### src/rtl/spi_pkg.sv
// Shared types and constants for the SPI command-frame slave and its RAM.
package spi_pkg;
  localparam int MEM_DEPTH = 256;
  localparam int ADDR_SIZE = 8;
  localparam int DIN_W     = 10;

  typedef enum logic [2:0] {
    IDLE,
    CHK_CMD,
    WRITE,
    READ_ADD,
    READ_DATA
  } state_e;

  localparam logic [1:0] OP_WR_ADDR = 2'b00;
  localparam logic [1:0] OP_WR_DATA = 2'b01;
  localparam logic [1:0] OP_RD_ADDR = 2'b10;
  localparam logic [1:0] OP_RD_DATA = 2'b11;
endpackage

### src/rtl/spi_if.sv
// Serial pins between the external SPI controller and the slave block.
interface spi_if;
  logic MOSI;
  logic SS_n;
  logic MISO;

  modport master (output MOSI, output SS_n, input MISO);
  modport slave  (input MOSI, input SS_n, output MISO);
endinterface

### src/rtl/spi_ram.sv
// Command-driven RAM: a completed 10-bit frame sets an address, writes or reads a word.
module spi_ram
  import spi_pkg::*;
#(
  parameter int MEM_DEPTH = spi_pkg::MEM_DEPTH,
  parameter int ADDR_SIZE = spi_pkg::ADDR_SIZE
) (
  input  logic             clk,
  input  logic             rst,
  input  logic [DIN_W-1:0] din,
  input  logic             rx_valid,
  output logic [7:0]       dout,
  output logic             tx_valid
);
  logic [7:0]           mem [MEM_DEPTH];
  logic [ADDR_SIZE-1:0] wr_addr;
  logic [ADDR_SIZE-1:0] rd_addr;
  logic [7:0]           tx_dout;

  assign dout = tx_dout;

  // Storage is deliberately left out of reset.
  always_ff @(posedge clk) begin
    if (!rst && rx_valid && din[9:8] == OP_WR_DATA) mem[wr_addr] <= din[7:0];
  end

  // tx_valid is a one-cycle strobe; the master holds its own read-out state.
  always_ff @(posedge clk) begin
    if (rst) begin
      wr_addr  <= '0;
      rd_addr  <= '0;
      tx_dout  <= '0;
      tx_valid <= 1'b0;
    end else begin
      tx_valid <= 1'b0;
      if (rx_valid) begin
        case (din[9:8])
          OP_WR_ADDR: wr_addr <= din[ADDR_SIZE-1:0];
          OP_RD_ADDR: rd_addr <= din[ADDR_SIZE-1:0];
          OP_RD_DATA: begin
            tx_dout  <= mem[rd_addr];
            tx_valid <= 1'b1;
          end
          default: ;
        endcase
      end
    end
  end
endmodule

### src/rtl/spi_master.sv
// SPI slave-side frame decoder: FSM, 10-bit serial shifter and MISO serializer around spi_ram.
module spi_master
  import spi_pkg::*;
#(
  parameter int MEM_DEPTH = spi_pkg::MEM_DEPTH,
  parameter int ADDR_SIZE = spi_pkg::ADDR_SIZE
) (
  input  logic clk,
  input  logic rst,
  spi_if.slave bus
);
  state_e           state_q, state_d;
  logic [3:0]       cnt_q, cnt_d;
  logic [DIN_W-1:0] din_q, din_d;
  logic             rx_valid_q, rx_valid_d;
  logic             miso_q, miso_d;
  logic             rd_addr_received_q, rd_addr_received_d;
  logic [7:0]       tx_sh_q, tx_sh_d;
  logic [3:0]       tx_cnt_q, tx_cnt_d;
  logic [7:0]       dout;
  logic             tx_valid;

  assign bus.MISO = miso_q;

  spi_ram #(.MEM_DEPTH(MEM_DEPTH), .ADDR_SIZE(ADDR_SIZE)) m1 (
    .clk      (clk),
    .rst      (rst),
    .din      (din_q),
    .rx_valid (rx_valid_q),
    .dout     (dout),
    .tx_valid (tx_valid)
  );

  always_ff @(posedge clk) begin
    if (rst) begin
      state_q            <= IDLE;
      cnt_q              <= '0;
      din_q              <= '0;
      rx_valid_q         <= 1'b0;
      miso_q             <= 1'b0;
      rd_addr_received_q <= 1'b0;
      tx_sh_q            <= '0;
      tx_cnt_q           <= '0;
    end else begin
      state_q            <= state_d;
      cnt_q              <= cnt_d;
      din_q              <= din_d;
      rx_valid_q         <= rx_valid_d;
      miso_q             <= miso_d;
      rd_addr_received_q <= rd_addr_received_d;
      tx_sh_q            <= tx_sh_d;
      tx_cnt_q           <= tx_cnt_d;
    end
  end

  always_comb begin
    state_d            = state_q;
    cnt_d              = cnt_q;
    din_d              = din_q;
    rx_valid_d         = 1'b0;
    miso_d             = 1'b0;
    rd_addr_received_d = rd_addr_received_q;
    tx_sh_d            = tx_sh_q;
    tx_cnt_d           = tx_cnt_q;

    // The address flag follows the RAM action, whatever state decoded the frame.
    if (rx_valid_q) begin
      if (din_q[9:8] == OP_RD_ADDR) rd_addr_received_d = 1'b1;
      if (din_q[9:8] == OP_RD_DATA) rd_addr_received_d = 1'b0;
    end

    if (bus.SS_n) begin
      state_d  = IDLE;
      cnt_d    = '0;
      tx_cnt_d = '0;
    end else begin
      case (state_q)
        IDLE: begin
          state_d = CHK_CMD;
          cnt_d   = '0;
        end
        CHK_CMD: begin
          cnt_d = '0;
          if (!bus.MOSI)               state_d = WRITE;
          else if (rd_addr_received_q) state_d = READ_DATA;
          else                         state_d = READ_ADD;
        end
        default: begin
          // Counter saturates at 10 so trailing bits are dropped until SS_n rises.
          if (cnt_q < 4'd10) begin
            din_d = {din_q[DIN_W-2:0], bus.MOSI};
            cnt_d = cnt_q + 4'd1;
            if (cnt_q == 4'd9) rx_valid_d = 1'b1;
          end
        end
      endcase

      if (tx_valid && state_q == READ_DATA) begin
        miso_d   = dout[7];
        tx_sh_d  = {dout[6:0], 1'b0};
        tx_cnt_d = 4'd7;
      end else if (tx_cnt_q != 4'd0) begin
        miso_d   = tx_sh_q[7];
        tx_sh_d  = {tx_sh_q[6:0], 1'b0};
        tx_cnt_d = tx_cnt_q - 4'd1;
      end
    end
  end
endmodule

### src/flat_wrapper.sv
// flat-port wrapper written by rule: the top's interface ports become plain ports
module spi_master_flat import spi_pkg::*;
#(
  parameter int MEM_DEPTH = spi_pkg::MEM_DEPTH,
  parameter int ADDR_SIZE = spi_pkg::ADDR_SIZE
)
  (clk, rst, bus_MOSI, bus_SS_n, bus_MISO);
  spi_if bus_i ();
  input  logic clk;
  input  logic rst;
  input wire logic [$bits(bus_i.MOSI)-1:0] bus_MOSI;
  input wire logic [$bits(bus_i.SS_n)-1:0] bus_SS_n;
  output wire logic [$bits(bus_i.MISO)-1:0] bus_MISO;
  assign bus_i.MOSI = bus_MOSI;
  assign bus_i.SS_n = bus_SS_n;
  assign bus_MISO = bus_i.MISO;
  spi_master #(.MEM_DEPTH(MEM_DEPTH), .ADDR_SIZE(ADDR_SIZE)) u_core (.clk(clk), .rst(rst), .bus(bus_i));
endmodule
### config.mk
export PLATFORM = sky130hd
export DESIGN_NAME = spi_master_flat
export DESIGN_NICKNAME = d
export VERILOG_FILES = /design/src/rtl/spi_pkg.sv /design/src/rtl/spi_if.sv /design/src/rtl/spi_ram.sv /design/src/rtl/spi_master.sv /design/src/flat_wrapper.sv
export SDC_FILE = /design/constraint.sdc
export NUM_CORES = 2
export LEC_CHECK = 0
export ABC_AREA = 0
export CAP_MARGIN = 15
export CORE_MARGIN = 10
export CORE_UTILIZATION = 45
export DETAILED_ROUTE_END_ITERATION = 10
export SLEW_MARGIN = 15
export SYNTH_ARGS = -nofsm -noshare
export SYNTH_HDL_FRONTEND = slang
export SYNTH_SLANG_ARGS = --single-unit
export TNS_END_PERCENT = 20
### constraint.sdc
create_clock -name clk -period 8.6 [get_ports clk]
set_input_delay 1.29 -clock clk [delete_from_list [all_inputs] [get_ports clk]]
set_output_delay 1.29 -clock clk [all_outputs]
set_load 0.01 [all_outputs]
==> results_dict.tcl <==
set metrics [dict create \
    ys_types 63 \
    syn_inst 4030 \
    synth_seq_cells 2104 \
    syn_to_final_growth_pct 11.2 \
    grt_max_degree 195 \
    power.leakage_nw 27.2 \
    initial_core_util_pct 45.3 \
    max-slew-margin-rel_pct 12.9 \
    antenna_found_initial 4 \
    synth.largest_area_cell "edfxtp_1" \
    num_vias 41100 \
    critical_path_arrival_ns 5.37 \
    die_w_um 447 \
    cts_setup_buffers 0 \
    outcome "completed" \
    wl_um 213000 \
    ctsHoldBuffers 0 \
    final_nets 4094 \
    synth_nets 4038 \
    fin_skew_ns 0.0400 \
    grt_pass1_wl_um 304000 \
    io_buffers 4 \
    drt_iter0_markers 5191 \
    syn_avg_cell_area_um2 20.3 \
    synth_top_area_share_pct 75.1 \
    core_area_um2 181000 \
    slew_violations 0 \
    fin_util_pct 50.4 \
    powerDensity_nw_per_um2 222 \
    synth_commonest_cells "edfxtp_1, mux4_2, nor2_1" \
    clk_pin_slew_ns 0.06 \
    endpoint_kind "register" \
    rows 156 \
    synth_compound_area_share_pct 2.98 \
    hold_path_class "register to register" \
    cp-startpoint "u_core.m1.rd_addr[1]$_SDFFE_PP0P_" \
    critPathLaunchType "register" \
    yosysSeqAreaShare_pct 76.5 \
    rsz0062_at_grt "no" \
    synthMuxAreaShare_pct 15.1 \
    reg2reg_from "u_core.m1.rd_addr[1]$_SDFFE_PP0P_" \
    synth_top_family_by_area "multiplexers" \
    hpwl_um 126000 \
    cts_resized 0 \
    path_cells "buf_4 -> buf_4 -> mux4_2 -> mux4_2 -> nor2b_1 -> a31oi_1 -> a21oi_1 -> nor4_1 -> a221o_1" \
    gp_congestion 0.880 \
    detail_route.wl_per_cell_um 32.1 \
    cts_root_buffer "clkbuf_16" \
    yosys_warnings 0 \
    critPathKind "register to register" \
    clk_latency_ns 0.85 \
    holdWs_ns 0.489 \
    worstHoldStart "u_core.tx_sh_q[6]$_SDFFE_PP0P_" \
    synthTopCellsByArea "edfxtp_1, mux4_2, mux2i_1, nor2_1, dfxtp_1" \
    setup-tns-final_ns 0 \
    tritoncts "yes" \
    synth-simple-area-share_pct 3.41 \
    crit_required_ns 9.39 \
    period_needed_ns 4.58 \
    dieArea_um2 199000 \
    clock.fmax_ghz 0.218 \
    tightest_slew_ns 1.31 \
    yosysMostFrequentCell "edfxtp_1" \
    setup_violations 0 \
    drt-pass1-iter-count 6 \
    timing.final.ws_setup_ns 4.02 \
    grt_pass1_vias 40400 \
    place_ws_ns 4.00 \
    finalCritPeriodShare_pct 53.2 \
    synth_edf_count 2048 \
    ant_nets 0 \
    cts-buffers-inserted 210 \
    cpPeakStageDelay_ns 1.01 \
    io_pins 5 \
    ir_worst_vdd_uv 150 \
    synthFlopType "edfxtp_1" \
    fillCellCount 14400 \
    htree_levels 4 \
    grt_overflow 0 \
    synth-xor-area-share_pct 0.0321 \
    clockBufferDepth 3 \
    placed_cells 6243 \
    postSynth.asyncResetShare_pct 0 \
    grt_usage_pct 21.1 \
    maxCapViolCount 0 \
    drc_errors 0 \
    netlist_area_um2 81900 \
    viasPerCell 6.19 \
    worstPathMaxFanout 52 \
    synthAdderAreaFrac_pct 0.0611 \
    clock_sinks 2104 \
    drive_gt1_share_pct 19.9 \
    fp.dieH_um 447 \
    critPathSlowestCell "nor4_1" \
    fin_cells 6640 \
    finalHoldViolCount 0 \
]
## cell families after synthesis
group | Yosys count
buffers and inverters | 251
xor gates and xnor gates | 3
DFF | 2104
AOI/OAI and AO/OA | 354
and+or+nand+nor | 634
adders and majority gates | 4
muxes | 680
## path summary, 6_finish.rpt
| path | slack, ns | endpoint | cells after the start |
|---|---|---|---|
| max | 4.02 | u_core.m1.dout[3]$_SDFFE_PP0P_ | 9 |
| min | 0.49 | u_core.tx_sh_q[7]$_SDFFE_PP0P_ | 2 |
| max reg2reg | 4.02 | u_core.m1.dout[3]$_SDFFE_PP0P_ | 9 |
| min reg2reg | 0.49 | u_core.tx_sh_q[7]$_SDFFE_PP0P_ | 2 |
## final cells by class
cell class	instances	area [um^2]	area share, %
multi-input combinational	1675	17800	19.5
antenna	4	10.0	0.0110
inverter	7	28.8	0.0316
clock inverter	135	1250	1.38
tap	2370	2970	3.26
sequential	2104	62700	68.8
clock buffer	257	5520	6.06
timing repair buffer	88	823	0.904
## through the flow
stage	power, mW	cell area [um^2]
3_3_place_gp	11.4	84200
5_1_grt	20.7	91100
3_5_place_dp	11.4	84200
4_1_cts	20.3	91000
6_report	20.2	91100
2_1_floorplan	11.4	81900
## registers in the layout, summed over array words and instances, names as in the netlist
register / count
u_core.m1.dout: 8
u_core.din_q: 10
u_core.m1.rd_addr: 8
u_core.state_q: 3
u_core.m1.wr_addr: 8
u_core.rd_addr_received_q: 1
u_core.cnt_q: 4
u_core.bus.MISO: 1
u_core.m1.mem: 2048
u_core.m1.tx_valid: 1
u_core.tx_sh_q: 7
u_core.rx_valid_q: 1
u_core.tx_cnt_q: 4
## critical path, delay by kind of cell (launching register included)
family | cells | cell delay, ns
buffers and inverters | 2 | 1.44
AND/OR/NAND/NOR | 2 | 1.07
flip-flops | 1 | 0.74
multiplexers | 2 | 0.61
AO/OA/AOI/OAI | 3 | 0.53
## layout by cell type, fill, tap and decap left out, types with 13 or more instances in the layout
master     netlist  layout
edfxtp_1      2048    2048
mux4_2         427     427
nor2_1         320     310
mux2i_1        238     238
clkbuf_16        0     213
nand2_1        119     117
o22ai_1         83      83
buf_4           22      72
clkinv_1         0      56
a21oi_1         55      54
nand3_1         51      50
dfxtp_1         56      44
clkbuf_1       109      42
clkinv_2         0      42
o221ai_1        37      37
a22oi_1         35      35
nor3_1          37      35
o21ai_0         30      30
a31oi_1         28      28
nor4_1          23      22
and2_1          18      18
bufinv_16        0      18
nor2b_1         18      17
a211oi_1        17      17
a2111oi_0       21      17
a22o_1          15      15
mux4_1          14      14
nand4_1         13      13
## report_power, final
part	total (mW)	leakage (nW)	internal (mW)	switching (mW)
clock	9.02	3.31	5.11	3.91
combinational	0.101	4.10	0.0399	0.0610
sequential	11.1	19.7	11.1	0.00706
total	20.2	27.2	16.2	3.98
## metal layers
metal	global-route usage [%]	share of wire, %	wire, um
met4	6.61	3.2	6800
met3	4.17	8.5	18100
met5	0	0	0
met1	30.3	42	88600
met2	32.7	47	99700
No activity file was read; power rests on OpenSTA's default activity.
